File: src/rtl/demo_pkg.sv
// demo_pkg: shared state encoding and default widths for the demo pattern generator
package demo_pkg;
   localparam logic [1:0] ST_IDLE = 2'd0;
   localparam logic [1:0] ST_SEND = 2'd1;
   localparam logic [1:0] ST_GAP  = 2'd2;
   localparam logic [1:0] ST_DONE = 2'd3;
   localparam int PAT_W = 4;
   localparam int CNT_W = 8;
   localparam int GAP_W = 4;
   typedef enum logic [1:0] {
      IDLE = ST_IDLE,
      SEND = ST_SEND,
      GAP  = ST_GAP,
      DONE = ST_DONE
   } state_t;
endpackage

File: src/rtl/demo_down_cnt.sv
// demo_down_cnt: loadable down-counter with zero flag, holds at zero
module demo_down_cnt #(
   parameter int W = 8
) (
   input  logic         clk,
   input  logic         rst,
   input  logic         load,
   input  logic         dec,
   input  logic [W-1:0] din,
   output logic         zero
);
   logic [W-1:0] cnt_q;
   // load takes priority; decrement saturates at zero
   always_ff @(posedge clk or posedge rst)
      if (rst) cnt_q <= '0;
      else if (load) cnt_q <= din;
      else if (dec && cnt_q != '0) cnt_q <= cnt_q - W'(1);
   assign zero = cnt_q == '0;
endmodule

File: src/rtl/demo_seq_gen.sv
// demo_seq_gen: framed serial pattern transmitter with repetitions and idle gaps
module demo_seq_gen #(
   parameter int PAT_W = demo_pkg::PAT_W,
   parameter int CNT_W = demo_pkg::CNT_W,
   parameter int GAP_W = demo_pkg::GAP_W
) (
   input  logic             clk,
   input  logic             rst,
   input  logic             start,
   input  logic [PAT_W-1:0] pattern,
   input  logic [CNT_W-1:0] repeat_n,
   input  logic [GAP_W-1:0] gap,
   output logic             bit_out,
   output logic             bit_valid,
   output logic             busy,
   output logic             done
);
   import demo_pkg::*;
   localparam int IDX_W = $clog2(PAT_W);
   state_t           state_q;
   logic [PAT_W-1:0] pat_q, shreg_q;
   logic [GAP_W-1:0] gap_q;
   logic [IDX_W-1:0] bidx_q;
   logic             bit_out_q, bit_valid_q, busy_q, done_q;
   logic             accept, last_bit, rep_zero, gap_zero;
   logic             rep_load, rep_dec, gap_load, gap_dec;
   logic [CNT_W-1:0] rep_din;
   logic [GAP_W-1:0] gap_din;
   // rep counter holds repetitions remaining after the current one; gap counter holds gap cycles left minus one
   always_comb begin
      accept   = (state_q == IDLE || state_q == DONE) && start;
      last_bit = state_q == SEND && bidx_q == '0;
      rep_load = accept;
      rep_din  = repeat_n == '0 ? '0 : repeat_n - CNT_W'(1);
      rep_dec  = last_bit && !rep_zero;
      gap_load = last_bit && !rep_zero && gap_q != '0;
      gap_din  = gap_q - GAP_W'(1);
      gap_dec  = state_q == GAP && !gap_zero;
   end
   demo_down_cnt #(.W(CNT_W)) u_rep (
      .clk(clk), .rst(rst), .load(rep_load), .dec(rep_dec), .din(rep_din), .zero(rep_zero)
   );
   demo_down_cnt #(.W(GAP_W)) u_gap (
      .clk(clk), .rst(rst), .load(gap_load), .dec(gap_dec), .din(gap_din), .zero(gap_zero)
   );
   // FSM with registered outputs: each edge decides next state and the outputs for the coming cycle
   always_ff @(posedge clk or posedge rst) begin
      if (rst) begin
         state_q     <= IDLE;
         pat_q       <= '0;
         shreg_q     <= '0;
         gap_q       <= '0;
         bidx_q      <= '0;
         bit_out_q   <= 1'b0;
         bit_valid_q <= 1'b0;
         busy_q      <= 1'b0;
         done_q      <= 1'b0;
      end else begin
         done_q <= 1'b0;
         case (state_q)
            IDLE, DONE: begin
               bit_out_q   <= 1'b0;
               bit_valid_q <= 1'b0;
               busy_q      <= 1'b0;
               state_q     <= IDLE;
               if (start) begin
                  pat_q <= pattern;
                  gap_q <= gap;
                  if (repeat_n == '0) begin
                     state_q <= DONE;
                     done_q  <= 1'b1;
                  end else begin
                     state_q     <= SEND;
                     bit_out_q   <= pattern[PAT_W-1];
                     bit_valid_q <= 1'b1;
                     busy_q      <= 1'b1;
                     shreg_q     <= pattern << 1;
                     bidx_q      <= IDX_W'(PAT_W-1);
                  end
               end
            end
            SEND: begin
               if (bidx_q != '0) begin
                  bit_out_q <= shreg_q[PAT_W-1];
                  shreg_q   <= shreg_q << 1;
                  bidx_q    <= bidx_q - IDX_W'(1);
               end else if (rep_zero) begin
                  state_q     <= DONE;
                  done_q      <= 1'b1;
                  busy_q      <= 1'b0;
                  bit_valid_q <= 1'b0;
                  bit_out_q   <= 1'b0;
               end else if (gap_q != '0) begin
                  state_q     <= GAP;
                  bit_valid_q <= 1'b0;
                  bit_out_q   <= 1'b0;
               end else begin
                  bit_out_q <= pat_q[PAT_W-1];
                  shreg_q   <= pat_q << 1;
                  bidx_q    <= IDX_W'(PAT_W-1);
               end
            end
            GAP: begin
               if (gap_zero) begin
                  state_q     <= SEND;
                  bit_out_q   <= pat_q[PAT_W-1];
                  bit_valid_q <= 1'b1;
                  shreg_q     <= pat_q << 1;
                  bidx_q      <= IDX_W'(PAT_W-1);
               end
            end
            default: state_q <= IDLE;
         endcase
      end
   end
   assign bit_out   = bit_out_q;
   assign bit_valid = bit_valid_q;
   assign busy      = busy_q;
   assign done      = done_q;
endmodule

File: config.mk
export PLATFORM = sky130hd
export DESIGN_NAME = demo_seq_gen
export DESIGN_NICKNAME = d
export VERILOG_FILES = /design/src/rtl/demo_pkg.sv /design/src/rtl/demo_down_cnt.sv /design/src/rtl/demo_seq_gen.sv
export SDC_FILE = /design/constraint.sdc
export NUM_CORES = 1
export LEC_CHECK = 0
export BUFFER_PORTS_ARGS = -buffer_cell sky130_fd_sc_hd__buf_2
export CAP_MARGIN = 20
export CORE_ASPECT_RATIO = 0.75
export CORE_MARGIN = 10
export CORE_UTILIZATION = 58
export CTS_CLUSTER_SIZE = 40
export DETAILED_ROUTE_END_ITERATION = 16
export PLACE_DENSITY = 0.87
export SYNTH_ARGS = -nofsm -noshare
export SYNTH_HDL_FRONTEND = slang
export SYNTH_SLANG_ARGS = --single-unit
File: constraint.sdc
create_clock -name clk -period 3.2 [get_ports clk]
set_clock_uncertainty 0.1 [all_clocks]
set_input_delay 0.16 -clock clk [delete_from_list [all_inputs] [get_ports clk]]
set_output_delay 0.16 -clock clk [all_outputs]
set_load 0.005 [all_outputs]
# == Word-level counts from Yosys, hierarchy flattened ==
# Cells that the tools add are included.
# op_classes
n_addsub,5
eq_ne,11
mux,48
n_reduce_logical,27
# ops
op,count
$mux W4,8
$mux W2,12
$mux W8,3
$mux W1,18
$logic_not A8 Y1,2
$sub A8 B1 Y8 const B,2
$pmux W2 S3,2
$pmux W4 S3,1
$ne A2 B2 Y1 const B,5
$ne A3 B2 Y1 const B,3
$reduce_bool A2 Y1,4
$reduce_bool A4 Y1,2
$reduce_bool A8 Y1,1
$sub A4 B1 Y4 const B,2
$logic_and A1 B1 Y1,7
$pmux W1 S3,2
$reduce_and A3 Y1,2
$reduce_and A5 Y1,1
$eq A2 B2 Y1 const B,2
$logic_not A2 Y1,2
$logic_not A4 Y1,1
$pmux W1 S2,2
$eq A2 B1 Y1 const B,1
$logic_not A1 Y1,2
4 further kinds,4
# totals
register_bits,32
in_bits,19
out_inout_bits,4
elab_cells,102

# == Logic depth before layout (Yosys ltp) ==
# Gate-level depths: netlist of run 1.
# logic_depth
depth_word,6
ltp_mapped,11
depth_no_buf,10

# == By module ==
# From an unflattened synthesis of run 1, not the netlist that was laid out.
# hier_totals
cells_unflattened,208
area_unflattened_um2,1970.6
# by_module_without_submodules
mod,instances,cells_each,area_each_um2,seq_area_each_um2
demo_seq_gen,1,127,1213.7,475.5
demo_down_cnt at u_rep,1,53,495.5,200.2
demo_down_cnt at u_gap,1,28,261.5,100.1

# == Worst setup path after synthesis of run 1 ==
# Ideal clock, no wire load.
# synth_path
kind,reg2reg
from,register state_q[1]
to,register u_gap.cnt_q[2]
setup_time_ns,0.148
t_arrival_ns,2.016
required_time_ns,2.952
setup_slack_ns,0.936
path_stages_with_launch,12
path_buffers,1
synth_period_minus_slack_ns,2.264
cell_sequence,dfrtp_1 > inv_1 > ha_1 > buf_2 > nand2_1 > a211oi_1 > nor2b_1 > a21oi_1 > ha_1 > nand2_1 > xor2_1 > mux2i_1
# synth_via
elab_chain_cells,5
elab_cells_between_ends,9
classes_between,eq/ne: 2; mux: 1; reduce/logical: 6
# synth_lines
element,line_no,rtl
start: declaration,demo_seq_gen.sv:20,state_t state_q;
start signal: assignment,demo_seq_gen.sv:49,state_q <= IDLE;
start signal: assignment,demo_seq_gen.sv:65,state_q <= IDLE;
start signal: assignment,demo_seq_gen.sv:70,state_q <= DONE;
$eq A2 B1 Y1,demo_seq_gen.sv:32,last_bit = state_q == SEND && bidx_q == '0;
$logic_and A1 B1 Y1,demo_seq_gen.sv:32,
$logic_and A1 B1 Y1 (2 in a row),demo_seq_gen.sv:36,gap_load = last_bit && !rep_zero && gap_q != '0;
$mux W4 or $reduce_bool A2 Y1 (tied branches),-,
end signal: assignment,demo_down_cnt.sv:16,else if (load) cnt_q <= din;
end signal: assignment,demo_down_cnt.sv:17,else if (dec && cnt_q != '0) cnt_q <= cnt_q - W'(1);
end: declaration,demo_down_cnt.sv:12,logic [W-1:0] cnt_q;
# Several ways; a longest one is shown, not always the timed one.
# A chain may end at the register's enable or synchronous reset.

# == Worst setup path after layout of run 1 ==
# layout_path
from,register u_rep.cnt_q[0]
to,register u_gap.cnt_q[2]
# layout_via
elab_chain_cells,5
elab_cells_between_ends,6
classes_between,mux: 1; reduce/logical: 5
# layout_lines
element,line_no,rtl
start: declaration,demo_down_cnt.sv:12,
start signal: assignment,demo_down_cnt.sv:16,
start signal: assignment,demo_down_cnt.sv:17,
$logic_not A8 Y1 (*),demo_down_cnt.sv:18,assign zero = cnt_q == '0;
$logic_not A1 Y1 (*),demo_seq_gen.sv:36,
$logic_and A1 B1 Y1 (*) (2 in a row),demo_seq_gen.sv:36,
$mux W4 or $reduce_bool A2 Y1 (tied branches),-,
# Every way passes the cells marked *; elsewhere a longest branch is shown, timed or not.

==> run summary, run 1 <==
The die outline height works out to 70.7 um. For the utilization after layout, the log shows 70.2%. STA classifies the critical path startpoint as a flop. Entering global routing, the biggest net connects 24 pins.

Power density of the placed cells: 338 nW/um^2. In this run the remaining antenna-violating nets after routing total 0. The count of buffers from port buffering is 22, and the detailed router's first-iteration violation count is 180. The register area share after synthesis is 39.1%. The number of synthesized register bits was 31.

Summed over its instances, the top area cell type makes up 39.1% of the synthesized netlist area. The library cell used most frequently in the layout, excluding fill and tap cells, is nand2_1. Of all flip-flops after synthesis, the portion carrying an async set or reset was 100%.

Hold-fix buffer count after cts: 7. By area the synthesized netlist is led by dfrtp_1, nand2_1, ha_1. The required time of the worst setup path was 3.27 ns; the wire length on met1 was 2.17 mm. In the detailed route, the total length drawn on met2 is 1.93 mm.

Yosys mapped a number of flops with a built-in enable equal to 0. The synthesized netlist devotes 19.9% of its cell area to compound gates. The worst path uses 78.9% of the clock period. Buffers inserted during post-CTS setup optimization: 0. Critical path's most frequent cell: ha_1. The run gives 0.00109 uW as the total leakage power.

On the critical path, the stage with the largest delay is an instance of nor3b_1. The global-route usage over all layers is 15.5%. The tools report the kind of capture point of the worst setup path as a flop. The critical-path maximum fanout came out at 6. Routability-driven placement finished with a final weighted congestion of 0.881. Of the total synthesized cell area, the portion taken by XOR and XNOR cells is 2.65%. The placed instances occupy a cell area of 2140 um^2.

Across the run, the number of max-cap violations was 0. The portion of synthesized area spent on multiplexers is 10.1%. The total met3 wirelength after detailed routing was 421 um.

Type of the worst setup path: reg2reg. By area, the combinational part of the netlist is dominated by compound AO/OA/AOI/OAI gates. The flow ran to the end, and the final reports show no timing, DRC or antenna violations. Based on the critical path, the design can be clocked at up to 0.396 GHz. Setup violations remaining at the end of the flow were counted as 0.

Setup repair after global routing left no endpoint under its margin. In the final routed layout, each cell accounts on average for 16.4 um. The total via count in the routed design was 1,704; the maximum count of clock buffers along a single path was 2. The first global-routing pass estimated 7.85 mm of wire. Average instance area after synthesis: 9.63 um^2. TritonCTS built the clock tree. For this run the aggregate overflow at the end of global routing stands at 0. Among all flip-flop cells after synthesis, the most frequent one is dfrtp_1. The horizontal die dimension works out to 87.5 um.

The routed design has 4.59 mm of wire. The tools report the initial antenna violation count as 0. Worst hold path class: in2reg.

The run gives 3.47 mm as the final HPWL from detailed placement. The H-tree generated during clock tree synthesis spans 2 levels. After floorplanning, the core was divided into 18 placement rows. The cell accounting for the most synthesized area was dfrtp_1.

Leaving out fill and tap cells, the most frequent cells in the layout are nand2_1, dfrtp_1, buf_2. The pre-antenna-repair detailed-routing pass consisted of 4 iterations. The highest layer touched by signal routing is met4. Data on the critical path arrives at its endpoint at 2.59 ns. The net total in the final layout was 265; the shortest clock period the worst path allows after layout was 2.52 ns.

The placeable core region was 3290 um^2. The growth of design area from synthesis to finish came out at 16.3%. The critical path's largest stage delay was 0.54 ns. The die covers 6190 um^2. The synthesized-area fraction occupied by and/or/nand/nor cells was 19.4%.

The tree is rooted in a clkbuf_8. The run gives 5 as the number of buffers created by CTS. The synthesized-area fraction occupied by adder cells is 5.04%, and the total of cells resized after clock tree synthesis is 0.

The netlist area before placement was 1980 um^2; the number of vias per cell after detailed routing was 6.11. The tools report the count of yosys warnings during synthesis as 0. The clock-pin slew reported for the worst setup and hold paths after clock tree synthesis was 0.07 ns; the actual slew at the worst max-slew pin was 0.882 ns. The tools report the number of pins exceeding their max-slew limit in the final report as 0.

Headroom to the max-slew limit came out at 41.1%. Traced cell by cell, the critical path runs through inv_1 > ha_1 > nor3b_1 > a211oi_1 > buf_4 > nor2_1 > a21oi_1 > ha_1 > nand2_1 > xor2_1 > mux2i_1. The count of final hold-check violations is 0, and the diode insertion count for antenna repair is 0. The number of clock sinks is 31. The post-synthesis net count is 233. Counting every instance in the synthesized netlist gives 206. Cells with a size suffix above 1 make up 22.2% of the layout.

Post-layout instance area: 2310 um^2. The via count of the first global-routing pass came out at 1,693. The tools report the number of library cell types mapped by synthesis as 51. The worst-case IR drop observed on VDD is 0.269 mV.

The aggregate negative setup slack was 0 ns; the starting utilization of the core area was 60.4%. The later pin in the worst-skew pair is clocked with a latency of 0.29 ns. Top-level port count: 23. The number of design rule violations left after detail routing came out at 0.
## cells by family after synthesis
logic type	Yosys count
AOI/OAI and AO/OA	52
xor gates and xnor gates	6
adders and majority gates	8
buffers and inverters	19
DFF	31
muxes	17
and+or+nand+nor	73
## stage by stage
step	hold WS [ns]	worst slack, ns	total power, uW	std cells
6_report	0.00489	0.676	779	279
5_1_grt	0.0157	0.484	803	279
4_1_cts	0.00225	0.681	781	279
3_5_place_dp	0.255	0.704	438	264
3_3_place_gp	0.248	0.885	437	264
2_1_floorplan	0.164	0.936	416	206
## state kept, by name, summed over array words and instances, names as in the netlist
register	cells
done	1
bidx_q	2
gap_q	4
busy	1
u_gap.cnt_q	4
u_rep.cnt_q	8
bit_out	1
pat_q	4
bit_valid	1
shreg_q	3
state_q	2
## cell usage after synthesis (2+ instances only)
library cell  number
nand2_1           35
dfrtp_1           31
inv_1             12
nor2_1            11
o21ai_0            9
ha_1               8
mux2i_1            8
a21oi_1            6
mux2_4             5
a31oi_1            4
clkbuf_1           4
mux2_2             4
nor2b_1            4
a22oi_1            3
buf_2              3
nand4_1            3
nor3_1             3
nor3b_1            3
o22a_1             3
xnor2_1            3
xor2_1             3
a211oi_1           2
and2_1             2
nand3_1            2
nor4_1             2
nor4_4             2
o21ai_2            2
o21bai_1           2
o22ai_1            2
o311ai_0           2
or3b_2             2
or4_4              2
## final timing paths
check | start | end | slack (ns) | cells past startpoint
max | u_rep.cnt_q[0]$_DFFE_PP0P_ | u_gap.cnt_q[2]$_DFFE_PP0P_ | 0.68 | 11
min | pattern[3] | pat_q[3]$_DFFE_PP0P_ | 0.005 | 3
max reg2reg | u_rep.cnt_q[0]$_DFFE_PP0P_ | u_gap.cnt_q[2]$_DFFE_PP0P_ | 0.68 | 11
min reg2reg | pat_q[0]$_DFFE_PP0P_ | pat_q[0]$_DFFE_PP0P_ | 0.38 | 2
max in group asynchronous | rst | u_rep.cnt_q[7]$_DFFE_PP0P_ | 1.80 | 4
min in group asynchronous | rst | u_rep.cnt_q[3]$_DFFE_PP0P_ | 0.50 | 3
## per-layer routing
metal / up-vias / GRT usage [%]
met3: 11 / 4.46
li1: 817 / -
met5: - / 0
met4: 0 / 5.65
met2: 77 / 22.8
met1: 799 / 21.0
## power breakdown
group / total, uW / switching [uW] / internal, uW
clock: 342 / 146 / 196
combinational: 45.0 / 24.4 / 20.6
sequential: 392 / 0 / 392
## cell type report
| type | count | area, um^2 |
|---|---|---|
| Multi-Input combinational cell | 156 | 1130 |
| Fill cell | 242 | 981 |
| Clock buffer | 8 | 100 |
| Sequential cell | 31 | 776 |
| Inverter | 12 | 45.0 |
| Tap cell | 40 | 50.0 |
| Timing Repair Buffer | 32 | 203 |
## critical path: cells and delay by family, from the launching register on
kind / cells / cell delay, ns
XOR/XNOR: 1 / 0.15
AO/OA/AOI/OAI: 2 / 0.22
AND/OR/NAND/NOR: 3 / 0.71
buffers and inverters: 2 / 0.29
adder cells (fa/ha/maj): 2 / 0.43
flip-flops: 1 / 0.42
multiplexers: 1 / 0.10
Power figures use the tool's default switching activity.
==> run 2: changes to the inputs <==
Settings changed: ABC_AREA set to 1, CORE_UTILIZATION 58 to 52, PLACE_DENSITY 0.87 to 0.83.
Clock period 3.2 ns to 2.04 ns, I/O delays scaled along.
==> run 2 against run 1 <==
Against the previous run:
- critical path type unchanged
- utilization is 4.9 points lower
- worst hold slack improved by 0.056 ns
- combinational power rose to 38 times the previous value
- highest routed layer unchanged
- flip-flop and latch count stayed put
- sequential share of layout area decreased by 1.6 points
- routed wire length is 3.4% higher
==> run summary, run 2 <==
The run finished with clean final reports. The number of enable flip-flop cells after synthesis was 0 (unchanged); the critical path's largest stage delay was 0.37 ns (-0.17 ns). Sorting the synthesized cells by area gives the leading types as dfrtp_1, nand2_1, inv_1.

The average instance area after synthesis is 7.65 um^2 (-21%), and the net switching power is 1490 uW (+770%). The logs give 4 (unchanged) for the number of iterations in the first detailed-routing pass and 35 (-31%) for the number of library cell types mapped by synthesis. The sequential fraction of design power was 33.0% (-17 points); the setup slack of the critical path after layout was 0.185 ns (-0.491 ns). The count of buffers from port buffering was 22 (unchanged); the aggregate negative setup slack was 0 ns (unchanged). For the cell count after synthesis, the log shows 266 (+29%). met2 is the most crowded layer. The register area share after synthesis is 38.1% (-0.96 points). The met1 track demand over resource in global routing is 18.6% (-2.4 points), and the shortest clock period the worst path allows after layout is 1.85 ns (-0.669 ns). The critical-path cell with the highest stage delay was dfrtp_1. The async set-or-reset flop fraction in the synthesized netlist is 100% (unchanged), and the placement-stage worst setup slack is 0.160 ns (-0.544 ns). Growth of design area from synthesis to finish: 19.1%.

The first-pass GRT wire length is 8.04 mm (+2.5%). The tools report the number of setup violations in the final report as 0 (unchanged). Worst hold path class: in2reg. The run gives 5 (unchanged) as the number of buffers created by CTS. For the netlist area before placement, the log shows 2030 um^2 (+2.5%).

The critical-path maximum fanout was 6 (unchanged); the horizontal die dimension was 92.2 um (+5.4%). By startpoint and endpoint, the worst setup path is classified as reg2reg. The power share of the combinational group was 52.0% (+46 points). Leaving out fill and tap cells, the most frequent cell in the layout is nand2_1. The switching fraction of total power is 45.6% (+24 points), and the insertion delay of the later-clocked pin in the worst-skew pair is 0.29 ns (about the same). The logs give 334 (+26%) for the net total in the final layout and 1.98 ns (-0.61 ns) for the critical path data arrival time. The global-route congestion overflow total was 0 (unchanged); the power density of the placed cells was 1350 nW/um^2 (+300%). For the placer's final routability congestion estimate, the log shows 0.833 (-5.4%). The largest total area in the synthesized netlist belongs to dfrtp_1. The clock-pin slew reported for the worst setup and hold paths after clock tree synthesis was 0.06 ns (about the same). The detailed router's first-iteration violation count is 119 (-34%). Counting flops per register, the top entry is u_rep.cnt_q. The number of vias per cell after detailed routing works out to 5.10 (-17%). The total via count in the routed design was 1,835 (+7.7%); the count of filler cells inserted in the layout was 301 (+24%).

Area enclosed by the die boundary: 6840 um^2 (+11%). The ratio of cells with drive above 1 in the final layout works out to 21.8% (-0.35 points). The run gives 2 (unchanged) as the maximum count of clock buffers along a single path. The run gives 15.0% (-29 points) as the share of power burned in the clock network. The final HPWL from detailed placement is 3.46 mm (-0.17%), and the total wire length is 4.74 mm (+3.4%). Number of pins exceeding their max-slew limit in the final report: 0 (unchanged). The commonest register cell after synthesis is dfrtp_1. The logs give 0 (unchanged) for the count of final hold-check violations and 3710 um^2 (+13%) for the placeable core region. The flip-flop count of the largest register after layout works out to 8 (unchanged). The logs give 54.9% (-5.5 points) for the starting utilization of the core area and 19 (+1) for the number of rows created at floorplan.

The top-level port count was 23 (unchanged). Via count of the first global-routing pass: 1,766 (+4.3%). The share of the clock period used by the worst path came out at 90.9% (+12 points). The highest attainable clock frequency was 0.539 GHz (+36%); the maximum level of the CTS H-tree was 2 (unchanged). In the synthesized netlist, the cells that appear most often are nand2_1, inv_1, dfrtp_1, o21ai_0, nor2_1. The number of nets with antenna violations after detailed routing was 0 (unchanged); the number of design rule violations left after detail routing was 0 (unchanged). The root buffer cell chosen for the clock tree is clkbuf_8. The met3 global-route usage is 4.22% (-0.24 points), and the initial antenna violation count is 0 (unchanged). The global-route usage over all layers is 14.6% (-0.98 points), and the count of yosys warnings during synthesis is 0 (unchanged).

The headroom to the max-slew limit was 74.0% (+33 points); the number of synthesized register bits was 31 (unchanged). TritonCTS built the clock tree. The routing usage on met2 is 21.8% (-1.0 points).

The routed wire length per instance was 13.2 um (-20%). The most used standard cell by instance count after synthesis was nand2_1. The actual slew at the worst max-slew pin works out to 0.390 ns (-0.492 ns). The post-synthesis net count was 293 (+26%).

The largest net degree at the start of global routing is 32 (+33%). In the layout the commonest cells are nand2_1, inv_1, dfrtp_1. Traced cell by cell, the critical path runs through inv_1 > ha_2 > nand2_2 > a21oi_4 > nand2_4 > nand2_1 > nand2_2 > ha_1 > xor2_1 > o21ai_1. The kind of start point of the critical path is a flop. Internal portion of total power: 1770 uW (+190%). The die outline height was 74.2 um (+5.0%); the required time of the worst setup path was 2.16 ns (-1.11 ns). The share of the synthesized area in the top cell type works out to 38.1% (-0.96 points). The critical path's most frequent cell is nand2_2. The total leakage power is 0.00123 uW (+13%). STA classifies the critical path endpoint as a flop.

The tools report the maximum vdd drop as 0.835 mV (+210%). The logs give 31 (unchanged) for the number of clock sinks and 0.0608 ns (+0.0559 ns) for the final hold slack. Number of maximum-capacitance violations: 0 (unchanged).
## run 2: changes by cell type after synthesis, moves of 5 or more
cell     delta
nand2_1    +35
mux2_4      -5
mux2i_1     -8
nor2_1      +5
nand3_1    +12
nand2_2     +9
o21ai_0    +15
inv_1      +24
o21ai_1     +6
## run 2: kinds of logic after synthesis
group                    Yosys count  synth area share (%)
AO/OA/AOI/OAI                     50                  15.0
flip-flops                        31                  38.1
adder cells (fa/ha/maj)            8                  4.92
XOR/XNOR                           6                  2.58
buffers and inverters             45                  8.86
AND/OR/NAND/NOR                  126                  30.5
## run 2: power groups by stage
| stage | logic, uW | registers [uW] | clock network, uW |
|---|---|---|---|
| 2_1_floorplan | 1280 | 1030 | 0 |
| 3_3_place_gp | 1580 | 1070 | 0 |
| 3_5_place_dp | 1630 | 1080 | 0 |
| 4_1_cts | 1660 | 1070 | 496 |
| 5_1_grt | 1930 | 1100 | 524 |
| 6_report | 1690 | 1080 | 489 |
## run 2: final timing paths
path	startpoint	to	slack, ns	cells past startpoint
worst max-delay path	bidx_q[0]$_DFFE_PP0P_	u_gap.cnt_q[2]$_DFFE_PP0P_	0.19	10
worst min-delay path	repeat_n[3]	u_rep.cnt_q[3]$_DFFE_PP0P_	0.06	4
worst max register to register	bidx_q[0]$_DFFE_PP0P_	u_gap.cnt_q[2]$_DFFE_PP0P_	0.19	10
worst min register to register	pat_q[1]$_DFFE_PP0P_	pat_q[1]$_DFFE_PP0P_	0.39	2
max in group asynchronous	rst	u_rep.cnt_q[2]$_DFFE_PP0P_	1.22	4
min in group asynchronous	rst	pat_q[0]$_DFFE_PP0P_	0.33	4
## run 2: final cells by class
class / count / area [um^2] / share of cell area [%]
flip-flops and latches: 31 / 776 / 32.0
clock buffers: 6 / 82.6 / 3.41
well taps: 52 / 65.1 / 2.69
diodes: 1 / 2.50 / 0.103
multi-input cells: 190 / 1090 / 44.8
inverters: 42 / 160 / 6.61
clock inverters: 1 / 5.00 / 0.207
repair buffers: 37 / 245 / 10.1
## run 2: timing repair
| item | 4_1_cts | 5_1_grt |
|---|---|---|
| buffers inserted | 0 | 1 |
| endpoints found under the setup margin | 0 | 5 |
| hold buffers | 9 | 0 |
| endpoints found under the hold margin | 39 | 0 |
| resized for setup | 0 | 2 |
## run 2: metrics by stage
step / instances / total power, uW / cell area, um^2 / util [%]
global placement: 342 / 2640 / 2230 / 60.1
CTS: 358 / 3230 / 2400 / 64.8
detailed placement: 342 / 2710 / 2230 / 60.1
global route: 359 / 3560 / 2420 / 65.2
floorplan: 266 / 2310 / 2030 / -
finish: 360 / 3260 / 2420 / 65.3
## run 2: worst max-delay path, delay by kind of cell, from the launching register on
family | cells | cell delay (ns)
AOI/OAI and AO/OA | 2 | 0.32
DFF | 1 | 0.37
xor gates and xnor gates | 1 | 0.15
buffers and inverters | 1 | 0.08
and+or+nand+nor | 4 | 0.35
adders and majority gates | 2 | 0.42
## run 2: per-layer routing
layer | vias up | wire, um
met4 | 0 | 61
met1 | 829 | 2210
met3 | 10 | 354
met5 | - | 0
met2 | 64 | 2120
li1 | 932 | -
